### config.mk
export PLATFORM = sky130hd
export DESIGN_NAME = sr_drive_controller
export DESIGN_NICKNAME = d
export VERILOG_FILES = /design/src/rtl/sr_drive_controller.sv
export SDC_FILE = /design/constraint.sdc
export NUM_CORES = 1
export LEC_CHECK = 0
export ABC_AREA = 1
export CELL_PAD_IN_SITES_DETAIL_PLACEMENT = 1
export CELL_PAD_IN_SITES_GLOBAL_PLACEMENT = 2
export CORE_ASPECT_RATIO = 2
export CORE_UTILIZATION = 42
export CTS_BUF_LIST = sky130_fd_sc_hd__clkbuf_2 sky130_fd_sc_hd__clkbuf_4 sky130_fd_sc_hd__clkbuf_8
export CTS_CLUSTER_SIZE = 28
export DETAILED_ROUTE_END_ITERATION = 10
export PLACE_DENSITY_LB_ADDON = 0.25
export RECOVER_POWER = 50
export SETUP_SLACK_MARGIN = 0.5
export SYNTH_ARGS = -nofsm -noshare
export SYNTH_HDL_FRONTEND = slang
export SYNTH_SLANG_ARGS = --single-unit
### constraint.sdc
create_clock -name CLK -period 1.8 [get_ports CLK]
set_input_delay 0.27 -clock CLK [delete_from_list [all_inputs] [get_ports CLK]]
set_output_delay 0.27 -clock CLK [all_outputs]
set_load 0.02 [all_outputs]
### src/rtl/sr_drive_controller.sv
// SR latch driver: synchronizes and debounces two button requests, arbitrates,
// and issues exclusive S/R pulses with a guard gap and Q readback check.
module sr_drive_controller #(
   parameter int unsigned DEBOUNCE_CYCLES = 4,
   parameter int unsigned PULSE_CYCLES    = 3,
   parameter int unsigned GAP_CYCLES      = 2
) (
   input  logic CLK,
   input  logic RST,
   input  logic SET_REQ,
   input  logic RESET_REQ,
   input  logic Q_FB,
   output logic S,
   output logic R,
   output logic BUSY,
   output logic STATE_EXP,
   output logic FAULT
);

   localparam logic [7:0] DEB_LAST = 8'(DEBOUNCE_CYCLES - 1);
   localparam logic [7:0] PUL_LAST = 8'(PULSE_CYCLES - 1);
   localparam logic [7:0] GAP_LAST = 8'(GAP_CYCLES - 1);

   localparam logic [2:0] ST_IDLE = 3'd0;
   localparam logic [2:0] ST_SET  = 3'd1;
   localparam logic [2:0] ST_RST  = 3'd2;
   localparam logic [2:0] ST_GAP  = 3'd3;
   localparam logic [2:0] ST_CHK  = 3'd4;

   logic [1:0]      set_sync_q;
   logic [1:0]      rst_sync_q;
   logic [1:0]      qfb_sync_q;
   logic [1:0]      req_s;

   // index 0 = set request, index 1 = reset request
   logic [1:0]      deb_q;
   logic [1:0]      deb_d;
   logic [1:0][7:0] dcnt_q;
   logic [1:0][7:0] dcnt_d;
   logic [1:0]      ev_q;
   logic [1:0]      ev_d;
   logic [1:0]      pend_q;
   logic [1:0]      pend_d;

   logic [2:0]      state_q;
   logic [2:0]      state_d;
   logic [7:0]      cnt_q;
   logic [7:0]      cnt_d;
   logic            s_q;
   logic            s_d;
   logic            r_q;
   logic            r_d;
   logic            exp_q;
   logic            exp_d;
   logic            fault_q;
   logic            fault_d;
   logic            leave;

   assign req_s = {rst_sync_q[1], set_sync_q[1]};

   always_comb begin
      deb_d  = deb_q;
      dcnt_d = dcnt_q;
      ev_d   = '0;
      for (int i = 0; i < 2; i++) begin
         if (req_s[i] == deb_q[i]) begin
            dcnt_d[i] = '0;
         end else if (dcnt_q[i] == DEB_LAST) begin
            deb_d[i]  = req_s[i];
            dcnt_d[i] = '0;
            ev_d[i]   = req_s[i];
         end else begin
            dcnt_d[i] = dcnt_q[i] + 8'd1;
         end
      end
   end

   always_comb begin
      state_d = state_q;
      cnt_d   = cnt_q;
      s_d     = 1'b0;
      r_d     = 1'b0;
      exp_d   = exp_q;
      fault_d = fault_q;
      leave   = 1'b0;
      unique case (state_q)
         ST_IDLE: begin
            // reset request dominates a simultaneous set
            if (pend_q[1]) begin
               state_d = ST_RST;
               cnt_d   = '0;
               r_d     = 1'b1;
               exp_d   = 1'b0;
               leave   = 1'b1;
            end else if (pend_q[0]) begin
               state_d = ST_SET;
               cnt_d   = '0;
               s_d     = 1'b1;
               exp_d   = 1'b1;
               leave   = 1'b1;
            end
         end
         ST_SET: begin
            if (cnt_q == PUL_LAST) begin
               state_d = ST_GAP;
               cnt_d   = '0;
            end else begin
               cnt_d = cnt_q + 8'd1;
               s_d   = 1'b1;
            end
         end
         ST_RST: begin
            if (cnt_q == PUL_LAST) begin
               state_d = ST_GAP;
               cnt_d   = '0;
            end else begin
               cnt_d = cnt_q + 8'd1;
               r_d   = 1'b1;
            end
         end
         ST_GAP: begin
            if (cnt_q == GAP_LAST) begin
               state_d = ST_CHK;
               cnt_d   = '0;
            end else begin
               cnt_d = cnt_q + 8'd1;
            end
         end
         ST_CHK: begin
            state_d = ST_IDLE;
            cnt_d   = '0;
            if (qfb_sync_q[1] != exp_q) fault_d = 1'b1;
         end
         default: begin
            state_d = ST_IDLE;
            cnt_d   = '0;
         end
      endcase
   end

   // events landing on the IDLE exit edge survive the clear
   assign pend_d = (leave ? 2'b00 : pend_q) | ev_q;

   always_ff @(posedge CLK or posedge RST) begin
      if (RST) begin
         set_sync_q <= '0;
         rst_sync_q <= '0;
         qfb_sync_q <= '0;
         deb_q      <= '0;
         dcnt_q     <= '0;
         ev_q       <= '0;
         pend_q     <= '0;
         state_q    <= ST_IDLE;
         cnt_q      <= '0;
         s_q        <= 1'b0;
         r_q        <= 1'b0;
         exp_q      <= 1'b0;
         fault_q    <= 1'b0;
      end else begin
         set_sync_q <= {set_sync_q[0], SET_REQ};
         rst_sync_q <= {rst_sync_q[0], RESET_REQ};
         qfb_sync_q <= {qfb_sync_q[0], Q_FB};
         deb_q      <= deb_d;
         dcnt_q     <= dcnt_d;
         ev_q       <= ev_d;
         pend_q     <= pend_d;
         state_q    <= state_d;
         cnt_q      <= cnt_d;
         s_q        <= s_d;
         r_q        <= r_d;
         exp_q      <= exp_d;
         fault_q    <= fault_d;
      end
   end

   assign S         = s_q;
   assign R         = r_q;
   assign BUSY      = (state_q != ST_IDLE);
   assign STATE_EXP = exp_q;
   assign FAULT     = fault_q;

endmodule

[Word level (Yosys, flattened, before mapping)]
Cells that the tools add are included.
Storage, ports and cells
  flip-flop bits (word level): 43
  input port bits: 5
  logic and storage cells: 73
Operators by class
  add/sub/neg operators: 3
  eq/ne operators: 14
  multiplexer cells: 29
  bitwise logic cells: 3
  reductions and logical operators: 9
Operators by type and width (count)
  8-bit 2-to-1 mux: 8
  8-bit by 1-bit adder with 8-bit output, second input constant: 3
  8-bit by 2-bit == test with 1-bit output, second input constant: 3
  8-bit case mux with 3 select lines: 1
  1-bit 2-to-1 mux: 12
  3-bit 2-to-1 mux: 4
  3-bit case mux with 3 select lines: 1
  8-bit by 1-bit == test with 1-bit output, second input constant: 1
  2-bit AND reduction: 4
  3-bit by 2-bit == test with 1-bit output, second input constant: 2
  1-bit case mux with 2 select lines: 2
  3-bit by 1-bit == test with 1-bit output, second input constant: 1
  3-bit == test, second input constant: 1
  3-bit zero test: 1
  3-bit != test, second input constant: 1
  3-bit AND reduction: 1
  3-bit nonzero test: 1
  1-bit == test: 2
  2-bit 2-to-1 mux: 1
  2-bit by 1-bit != test with 1-bit output, second input constant: 1
  2-bit != test, second input constant: 1
  1-bit NOT: 2
  2-bit bitwise OR: 1
  2-bit nonzero test: 1
  2 further kinds: 2

[Longest topological paths before layout]
Gate-level depths: netlist (run 1).
  word-level depth: 5
  gate-level depth with buffers: 8
  depth with buffers taken out: 8

[Worst setup path after synthesis (run 1)]
Ideal clock, no wire load.
  path type: register to register
  start: reg state_q[2]
  end: reg cnt_q[2]
  arrival: 1.195 ns
  data required time: 1.732 ns
  slack: 0.537 ns
  cell stages (with the launch flop): 8
  clock period less this slack: 1.263 ns
  cells stage by stage: dfrtp_1 nor2_2 nand2_1 inv_1 nand2_2 inv_2 nand2_1 nand3_1
Between the ends
  word-level cells in the longest chain between the ends: 3
  elaborated cells between the ends (all ways): 7
  classes of those cells: eq/ne: 4; mux: 1; reduce/logical: 2
Ends and longest elaborated chain
  start: declaration: line 45  | logic [2:0] state_q;
  start signal: assignment: line 167  | state_q <= state_d;
  3-bit by 2-bit == test with 1-bit output / 3-bit by 1-bit == test with 1-bit output (equally long branches): line 86  | unique case (state_q)
  2-bit OR reduction (no line)
  8-bit case mux with 3 select lines: line 86
  end signal: assignment: line 168  | cnt_q <= cnt_d;
  end: declaration: line 47  | logic [7:0] cnt_q;
Several ways; a longest one is shown, not always the timed one.
A chain may end at the register's enable or synchronous reset.

[Worst setup path in the final report (run 1)]
  start: reg state_q[2]
  end: out BUSY
Between the ends
  word-level cells in the longest chain between the ends: 1
Ends and longest elaborated chain
  3-bit nonzero test: line 178  | assign BUSY = (state_q != ST_IDLE);
  end: declaration: line 15  | output logic BUSY,
Every way passes these cells.

==> results of run 1 <==
cell type report:
class / instances / area share, %
Inverter: 27 / 4.398
Timing Repair Buffer: 28 / 9.908
Sequential cell: 43 / 41.76
Clock buffer: 6 / 2.948
Tap cell: 55 / 2.658
Multi-Input combinational cell: 155 / 37.84
Clock inverter: 2 / 0.4833
cell usage after synthesis:
library cell and instances:
nor3b_1 1, o211ai_1 2, nor3_1 9, xor2_1 8
nand3_1 18, nand3b_1 1, nand2_1 43, nor4_1 1
nor4b_1 1, o21ai_0 8, nor2_1 31, inv_2 2
nand2_2 3, nor3_4 1, xnor2_1 3, nand4_1 6
o21bai_1 5, ha_1 5, dfrtp_1 43, a21o_1 2
a21oi_1 4, inv_1 25, o21ai_2 2, nor2_2 1
critical path, delay by kind of cell, from the launching register on:
kind          cells  cell delay [ns]
flops             1             0.43
simple gates      2             0.25
buf+inv           1             0.14
power groups by stage:
stage / Sequential, W / Combinational, W / Clock, W
floorplan: 0.00138 / 0.000849 / 0
global placement: 0.00138 / 0.00120 / 0
detailed placement: 0.00140 / 0.00127 / 0
CTS: 0.00136 / 0.00148 / 0.000627
global route: 0.00142 / 0.00202 / 0.000653
finish: 0.00139 / 0.00182 / 0.000604
kinds of logic after synthesis:
kind of cell / after synthesis / synth area share (%)
DFF: 43 / 53.72
xor gates and xnor gates: 11 / 4.810
adders and majority gates: 5 / 3.123
AOI/OAI and AO/OA: 23 / 7.246
and+or+nand+nor: 116 / 26.05
buffers and inverters: 27 / 5.059
layer usage:
metal  routed length [um]  vias to the layer above
met5                    0                        -
met4                  106                        0
met3                   70                        9
met2                 2883                       15
met1                 1764                      825
li1                     -                      798
flip-flops by register name, indices dropped and copies added (netlist names), 2 cells and up:
signal,flops
qfb_sync_q,2
dcnt_q,16
cnt_q,8
pend_q,2
rst_sync_q,2
ev_q,2
set_sync_q,2
deb_q,2
state_q,3
per-stage QoR:
| step | util (%) | setup WS, ns |
|---|---|---|
| final | 56.30 | 0.4272 |
| after CTS | 52.00 | 0.3725 |
| after global routing | 56.30 | 0.3490 |
| after floorplan | - | 0.5273 |
| after detailed placement | 47.46 | 0.2419 |
| after global placement | 47.46 | 0.2840 |
repair_timing:
action	in CTS	in global routing
endpoints found under the hold margin	0	0
pin swaps	5	17
hold buffers	0	0
gates resized for setup	26	43
buffers inserted	10	8
endpoints found under the setup margin	17	19
how the worst max path moves through the flow:
| stage | start | end | cells past startpoint |
|---|---|---|---|
| final | state_q[2] | BUSY | 3 |
| after global routing | cnt_q[2] | cnt_q[0] | 6 |
| after CTS | state_q[0] | BUSY | 3 |
| after detailed placement | state_q[2] | BUSY | 3 |
| after global placement | state_q[2] | BUSY | 3 |
| after floorplan | RST | FAULT | 1 |
==> qor.yml, run 1 <==
placement:
  gp_congestion: 0.8500
  io_buffer_count: 9
  dp_cells: 290
  placed_area_mm2: 0.002182
  dp_hpwl_um: 3355
sta:
  rsz0062_at_grt: "yes"
  report.final.hold_viol_count: 0
  tightest_slew_ns: 0.3748
  fin_worst_skew_ns: 0.01147
  slew_viol_final: 0
  setup_viol: 0
  tns_ns: 0
  max_freq_mhz: 728.5
  hold_slack_ns: 0.3512
  max_slew_margin_pct: 75.02
  period_needed_ns: 1.373
  fin_crit_sh_pct: 76.27
clock_network:
  numCtsBuffers: 5
  ctsLongestPathBuffers: 2
  cts_max_level: 2
  clockRootBuffer: "clkbuf_8"
  clock_latency_ns: 0.29
  path_clk_slew_ns: 0.08
  cts_tree: "yes"
  clock_sinks: 43
power_and_ir_drop:
  seqPwrFrac_pct: 36.5
  comb_power_share_pct: 47.7
  power.density_mw_per_mm2: 1474
  peakVddDrop_mv: 0.8563
  p_leak_nw: 1.265
  clockPowerShare_pct: 15.8
  p_total_w: 0.003816
  p_sw_w: 0.001583
  p_sw_share_pct: 41.49
  internal_power_w: 0.002233
setup_path:
  r2r-end: "cnt_q[1]"
  arrival_ns: 1.10
  cp.required_ns: 1.53
  worstSetupEndpointType: "primary output"
  criticalPathCategory: "flip-flop to primary output"
  reg2reg_slack_ns: 0.45
  slowest_delay_ns: 0.43
  reg2reg_from: "cnt_q[2]"
  reg2regPathDepth: 6
  path_cells: "nor2_4 > nand2_2 > buf_6"
  slowest_stage: "dfrtp_2"
  start_kind: "flip-flop"
  path_max_fanout: 4
yosys:
  seq_area_frac_synth_pct: 53.72
  syn_inst: 225
  synth_area_mm2: 0.002003
  yosys-top-cells-area: "dfrtp_1 54%, nand2_1 8.1%, nor2_1 5.8%"
  ys_types: 24
  synth_area_per_cell_um2: 8.903
  yosys_warnings: 0
  ys_seq_elements: 43
  yosysTopAreaCell: "dfrtp_1"
  synth_fp_nets: 235
  yosys.area.top_type_share_pct: 53.72
hold_path:
  min_to: "set_sync_q[1]"
  whs_path_depth: 0
  worst_hold_path_type: "flip-flop to flip-flop"
  hold_start: "set_sync_q[0]"
floorplanning:
  start_util_pct: 43.56
  rows: 35
  io_pins: 10
  dieArea_mm2: 0.005066
  core_mm2: 0.004598
  die_w_um: 50.84
  dieHeight_um: 99.67
run:
  maxCapViolations: 0
layout:
  fill_cells: 527
  num_antenna_cells: 0
  final_cell_mix: "39 x dfrtp_1, 37 x nand2_1, 25 x nor2_1"
  syn_to_final_growth_pct: 29.23
  multi_input_area_um2: 979.7
  layout_commonest_cell: "dfrtp_1"
  fin_nets: 270
  fin_area_mm2: 0.002589
  final_cells: 316
  regArea_mm2: 0.001081
  drive_gt1_share_pct: 27.59
detailed_routing:
  routed_wl_um: 4825
  routedWlPerCell_um: 15.27
  drc: 0
  viasPerCell: 5.212
  num_vias: 1647
  firstDrtPassIters: 4
  detail-route-antenna-nets: 0
  drt_iter0_drc: 17
global_routing:
  grt_max_degree: 44
  grt-busiest-layer: "met2"
  track_usage_pct: 21.15
  antenna_found_initial: 0
  use_met3_pct: 2.752
  met1_usage_pct: 21.10
  grt_pass1_wl_um: 7872
  first_global_vias: 1742
  gr-usage-met2_pct: 41.54
  grt_overflow: 0
run_status:
  outcome: "finished clean"
(Power assumes the default switching activity.)
==> run 2, diff against run 1 <==
Settings changed: CORE_UTILIZATION 42 to 35.
Clock period 1.8 ns to 1.15 ns, I/O delays scaled along.
==> qor.yml, run 2 (same netlist as run 1, synthesis figures left out) <==
run_status:
  outcome: "complete, but fails checks"
  violations: "setup timing"
global_routing:
  first_global_vias: 1983
  grt_max_degree: 21
  track_usage_pct: 19.56
  antenna_found_initial: 0
  grt_pass1_wl_um: 9163
  grt_overflow: 0
detailed_routing:
  routed_wl_um: 5963
  detail-route-antenna-nets: 0
  drc: 0
  viasPerCell: 4.975
  num_vias: 1821
  wl_met1_um: 2120
  highest_layer: "met4"
  drt_iter0_drc: 39
  firstDrtPassIters: 4
  wl_met2_um: 3681
  wl_met3_um: 68
  routedWlPerCell_um: 16.29
setup_path:
  slowest_stage: "dfrtp_2"
  cp.required_ns: 1.33
  reg2reg_slack_ns: -0.20
  arrival_ns: 1.53
  r2r-end: "cnt_q[1]"
  path_cells: "inv_2 > ha_2 > nand2_2 > o21ai_4 > nand2_2 > nand2_1 > o21ai_1"
  slowest_delay_ns: 0.46
  criticalPathCategory: "flip-flop to flip-flop"
  path_common_cell: "nand2_2"
  reg2reg_from: "cnt_q[0]"
  start_kind: "flip-flop"
  reg2regPathDepth: 7
  worstSetupEndpointType: "flip-flop"
  setup.worst_path.end: "cnt_q[1]"
  worstSetupStartpoint: "cnt_q[0]"
  path_max_fanout: 5
clock_network:
  cts_tree: "yes"
  ctsHoldBuffers: 0
  ctsLongestPathBuffers: 2
  clock_latency_ns: 0.30
  numCtsBuffers: 5
  clock_sinks: 43
  path_clk_slew_ns: 0.09
  cts_max_level: 2
  clockRootBuffer: "clkbuf_8"
sta:
  setup_viol: 26
  slew_viol_final: 0
  tightest_slew_ns: 0.5119
  post-route-worst-setup-slack_ns: -0.1990
  max_freq_mhz: 741.3
  period_needed_ns: 1.349
  tns_ns: -2.237
  fin_worst_skew_ns: 0.01117
  rsz0062_at_grt: "yes"
  max_slew_margin_pct: 65.69
  fin_crit_sh_pct: 117.3
  report.final.hold_viol_count: 0
layout:
  syn_to_final_growth_pct: 62.02
  drive_gt1_share_pct: 52.61
  largest_reg_flops: 16
  final_cell_mix: "42 x buf_4, 35 x dfrtp_1, 31 x nand2_1"
  fin_area_mm2: 0.003246
  final_cells: 366
  fill_cells: 610
  num_antenna_cells: 0
  layout_commonest_cell: "buf_4"
  fin_nets: 315
  top_regs: "dcnt_q: 16 flops, cnt_q: 8 flops, state_q: 3 flops"
  regMostFlops: "dcnt_q"
power_and_ir_drop:
  peakVddDrop_mv: 1.882
  power.density_mw_per_mm2: 2287
  p_total_w: 0.007424
  p_leak_nw: 1.558
floorplanning:
  dieArea_mm2: 0.006048
  start_util_pct: 36.64
  die_w_um: 55.50
  core_mm2: 0.005468
  dieHeight_um: 109.0
  rows: 38
  io_pins: 10
placement:
  placed_area_mm2: 0.002555
  io_buffer_count: 9
  dp_hpwl_um: 3848
  place_ws_ns: -0.1822
  gp_congestion: 0.7762
  dp_cells: 329
hold_path:
  worst_hold_path_type: "input port to asynchronous set/reset pin"
run:
  maxCapViolations: 0
## run 2: cell types whose count changed in the layout (fill, tap and decap cells not counted), moves of 6 or more
cell     previous run  this run
inv_1              21        14
nand2_1            37        31
buf_6               6        24
nor2_2              4        14
nor3_2              0         7
nor3_1              8         0
nor2_1             25        17
buf_4              13        42
## run 2: what timing repair did
item | CTS | global route
endpoints found under the hold margin | 0 | 0
resized for setup | 86 | 49
endpoints found under the setup margin | 42 | 42
pin swaps | 33 | 27
buffers inserted | 20 | 9
## run 2: routing by layer
metal  vias to the layer above  track usage [%]
met1                       903            19.85
met3                         9            2.491
li1                        892                -
met2                        17            39.76
met4                         0            6.607
met5                         -                0
## run 2: how the worst min path moves through the flow
stage	start	endpoint	slack, ns	cells past startpoint
after floorplan	RST	FAULT	0.17	1
after global placement	rst_sync_q[0]	rst_sync_q[1]	0.33	0
after detailed placement	qfb_sync_q[0]	qfb_sync_q[1]	0.34	0
after CTS	RST	qfb_sync_q[0]	0.19	2
after global routing	set_sync_q[0]	set_sync_q[1]	0.37	0
final	RST	qfb_sync_q[0]	0.35	2
## run 2: stage by stage
stage | utilization (%) | hold slack, ns
3_3_place_gp | 46.73 | 0.3319
4_1_cts | 55.10 | 0.1942
6_report | 59.36 | 0.3450
2_1_floorplan | - | 0.1703
3_5_place_dp | 46.73 | 0.3385
5_1_grt | 59.36 | 0.3709
## run 2: where the power goes
part,total [W],internal [W],switching [W]
Sequential,0.00218,0.00185,0.000332
Combinational,0.00406,0.00197,0.00209
Clock,0.00118,0.000647,0.000537
Total,0.00742,0.00446,0.00296
## run 2: area by class of cell
type / instances / area, um^2 / area share (%)
inverters: 27 / 122.6 / 3.778
flip-flops and latches: 43 / 1086 / 33.46
clock buffers: 5 / 68.82 / 2.120
multi-input cells: 155 / 1189 / 36.62
clock inverters: 3 / 43.79 / 1.349
repair buffers: 73 / 660.6 / 20.35
well taps: 60 / 75.07 / 2.313
## run 2: worst max-delay path: cells and delay by family (launching register included)
kind            cells  cell delay (ns)
simple gates        3             0.26
buf+inv             1             0.06
fa+ha+maj           1             0.17
compound gates      2             0.28
flops               1             0.46
==> run 3, diff against run 2 <==
Settings changed: CAP_MARGIN set to 20, CELL_PAD_IN_SITES_GLOBAL_PLACEMENT 2 to 1, CORE_UTILIZATION 35 to 43.
==> qor.yml, run 3 <==
yosys:
  synth_fp_nets: 235
  synth_commonest_cells: "43 x dfrtp_1, 43 x nand2_1, 31 x nor2_1"
  yosys_warnings: 0
  synth_top_family_by_area: "simple AND/OR/NAND/NOR gates"
  seq_area_frac_synth_pct: 53.72
  synth_fa_ha_area_share_pct: 3.123
  synthXorXnorAreaFrac_pct: 4.809
  yosys.area.top_type_share_pct: 53.72
  ys.flop_type: "dfrtp_1"
  synth_mux_area_share_pct: 0
  yosys.area_share.simple_pct: 26.05
  ys_seq_elements: 43
  ys_types: 24
  yosysTopAreaCell: "dfrtp_1"
  synth_edf_count: 0
  async_flop_share_pct: 100.0
  synth_area_mm2: 0.002003
  yosys-top-cells-area: "dfrtp_1 54%, nand2_1 8.1%, nor2_1 5.8%"
  synth_compound_area_share_pct: 7.245
  syn_inst: 225
  synth_area_per_cell_um2: 8.903
clock_network:
  ctsLongestPathBuffers: 2
  numCtsBuffers: 5
  ctsHoldBuffers: 0
  cts_max_level: 2
  clock_sinks: 43
  clockRootBuffer: "clkbuf_8"
sta:
  repair-timing-grt-worst-ep: "cnt_q[0]$_DFFE_PP0P_/D"
  endpoint_type: "sequential cell input"
floorplanning:
  io_pins: 10
  start_util_pct: 45.28
  die_w_um: 50.26
  dieHeight_um: 98.53
  rows: 34
global_routing:
  antenna_found_initial: 0
  grt_max_degree: 44
placement:
  dp_cells: 321
  io_buffer_count: 9
  dp_hpwl_um: 3919
  gp_congestion: 0.7618
run_status:
  lastStage: "5_1_grt"
  outcome: "did not finish"
  error: "[ERROR DPL-0033] detailed placement checks failed during check placement."
-- run 3: kinds of logic after synthesis --
kind of cell             Yosys count
AND/OR/NAND/NOR                  116
flip-flops                        43
buffers and inverters             27
AO/OA/AOI/OAI                     23
XOR/XNOR                          11
adder cells (fa/ha/maj)            5
-- run 3: repair_timing --
item | 4_1_cts
setup buffers | 21
gates cloned | 0
gates resized for setup | 108
pin swaps | 33
hold endpoints to repair | 0
endpoints found under the setup margin | 42
-- run 3: metrics by stage --
step	hold slack, ns	area (um^2)	setup slack, ns	TNS, ns	utilization, %
floorplan	0.1703	2090	-0.06617	-0.4700	-
global placement	0.3323	2507	-0.1561	-1.457	56.67
detailed placement	0.3385	2507	-0.2107	-2.168	56.67
CTS	0.2638	3078	-0.1882	-2.128	69.57
==> run 4, diff against run 3 <==
Settings changed: CELL_PAD_IN_SITES_DETAIL_PLACEMENT 1 to not set, CELL_PAD_IN_SITES_GLOBAL_PLACEMENT 1 to not set, CORE_ASPECT_RATIO 2 to not set, CORE_UTILIZATION 43 to 30, CTS_BUF_LIST sky130_fd_sc_hd__clkbuf_2 sky130_fd_sc_hd__clkbuf_4 sky130_fd_sc_hd__clkbuf_8 to not set, CTS_CLUSTER_SIZE 28 to not set, PLACE_DENSITY_LB_ADDON 0.25 to 0.15, SETUP_SLACK_MARGIN 0.5 to not set.
Clock period 1.15 ns to 1.5 ns, I/O delays scaled along.
==> qor.yml, run 4 (same netlist as run 1, synthesis figures left out) <==
floorplanning:
  dieHeight_um: 83.72
  rows: 29
  io_pins: 10
  die_w_um: 83.72
  start_util_pct: 31.37
  core_mm2: 0.006386
  dieArea_mm2: 0.007008
sta:
  setup_viol: 0
  max_freq_mhz: 694.8
  fin_crit_sh_pct: 95.96
  rsz0062_at_grt: "no"
  period_needed_ns: 1.439
  report.final.hold_viol_count: 0
  tns_ns: 0
  max_slew_margin_pct: 36.03
  slew_viol_final: 0
  fin_worst_skew_ns: 0.007814
  tightest_slew_ns: 0.9595
  post-route-worst-setup-slack_ns: 0.06065
detailed_routing:
  routed_wl_um: 3682
  drc: 0
  firstDrtPassIters: 4
  routedWlPerCell_um: 11.29
  num_vias: 1471
  viasPerCell: 4.512
  detail-route-antenna-nets: 0
  drt_iter0_drc: 48
setup_path:
  reg2regPathDepth: 7
  critPathTopFamily: "buffers and inverters"
  slowest_delay_ns: 0.59
  path_max_fanout: 1
  slowest_stage: "clkdlybuf4s50_1"
  reg2reg_slack_ns: 0.13
  start_kind: "flip-flop"
  cp_num_buf_inv: 1
  r2r-end: "cnt_q[1]"
  arrival_ns: 1.21
  criticalPathCategory: "flip-flop to primary output"
  cp.required_ns: 1.27
  setup.worst_path.end: "R"
  reg2reg_from: "cnt_q[0]"
  worstSetupEndpointType: "primary output"
  worstSetupStartpoint: "R"
  path_cells: "clkdlybuf4s50_1"
  crit_cells: 1
layout:
  drive_gt1_share_pct: 10.84
  final_cell_mix: "43 x nand2_1, 41 x dfrtp_1, 31 x nor2_1"
  top_regs: "dcnt_q: 16 flops, cnt_q: 8 flops, state_q: 3 flops"
  syn_to_final_growth_pct: 18.99
  layout_commonest_cell: "nand2_1"
  largest_reg_flops: 16
  fin_nets: 258
  regMostFlops: "dcnt_q"
  num_antenna_cells: 0
hold_path:
  worst_hold_path_type: "flip-flop to flip-flop"
placement:
  place_ws_ns: 0.1072
  io_buffer_count: 9
  dp_hpwl_um: 2578
  gp_congestion: 0.7582
global_routing:
  first_global_vias: 1451
  grt_overflow: 0
  antenna_found_initial: 0
  grt_pass1_wl_um: 6527
  grt_max_degree: 44
  track_usage_pct: 11.74
clock_network:
  cts_max_level: 2
  ctsHoldBuffers: 0
  clock_sinks: 43
  path_clk_slew_ns: 0.09
  ctsLongestPathBuffers: 2
  cts_tree: "yes"
  numCtsBuffers: 5
  clockRootBuffer: "clkbuf_8"
  clock_latency_ns: 0.29
run:
  maxCapViolations: 0
power_and_ir_drop:
  power.density_mw_per_mm2: 1781
  p_leak_nw: 1.192
  peakVddDrop_mv: 0.9402
run_status:
  outcome: "finished clean"
-- run 4: worst min-delay path by stage --
stage	startpoint	to	slack (ns)	depth (start not counted)
final	qfb_sync_q[0]	qfb_sync_q[1]	0.35	0
after CTS	RST	cnt_q[2]	0.28	3
after detailed placement	qfb_sync_q[0]	qfb_sync_q[1]	0.33	0
after global placement	rst_sync_q[0]	rst_sync_q[1]	0.33	0
after global routing	qfb_sync_q[0]	qfb_sync_q[1]	0.36	0
after floorplan	Q_FB	qfb_sync_q[0]	0.26	0
-- run 4: final cells by class --
class,instances,area (um^2)
Sequential cell,43,1079
Tap cell,77,96.34
Fill cell,645,4003
Multi-Input combinational cell,155,838.3
Inverter,27,101.3
Timing Repair Buffer,16,136.4
Clock buffer,6,72.57
Clock inverter,2,60.06
-- run 4: where the power goes --
part           switching, W  internal [W]  total [W]
clock              0.000414      0.000666    0.00108
combinational      0.000957      0.000594    0.00155
sequential         0.000206       0.00141    0.00161
-- run 4: repair_timing --
| item | 4_1_cts | 5_1_grt |
|---|---|---|
| setup buffers | 0 | 0 |
| gates cloned | 0 | 0 |
| endpoints found under the setup margin | 2 | 5 |
| gates resized for setup | 3 | 6 |
-- run 4: routing by layer --
layer	routed length [um]	GRT usage (%)	vias up
li1	-	-	780
met1	1946	15.56	678
met2	1616	18.63	8
met3	73	2.967	5
met4	45	4.160	0
met5	0	0	-
-- run 4: per-stage QoR --
| stage | total power, W | util, % | instance area, um^2 | hold slack [ns] | cells |
|---|---|---|---|---|---|
| 2_1_floorplan | 0.002679 | - | 2003 | 0.2564 | 225 |
| 3_3_place_gp | 0.003203 | 35.31 | 2255 | 0.3319 | 318 |
| 3_5_place_dp | 0.003212 | 35.31 | 2255 | 0.3347 | 318 |
| 4_1_cts | 0.004295 | 37.36 | 2386 | 0.2845 | 326 |
| 5_1_grt | 0.004596 | 37.32 | 2384 | 0.3611 | 326 |
| 6_report | 0.004246 | 37.32 | 2384 | 0.3530 | 326 |
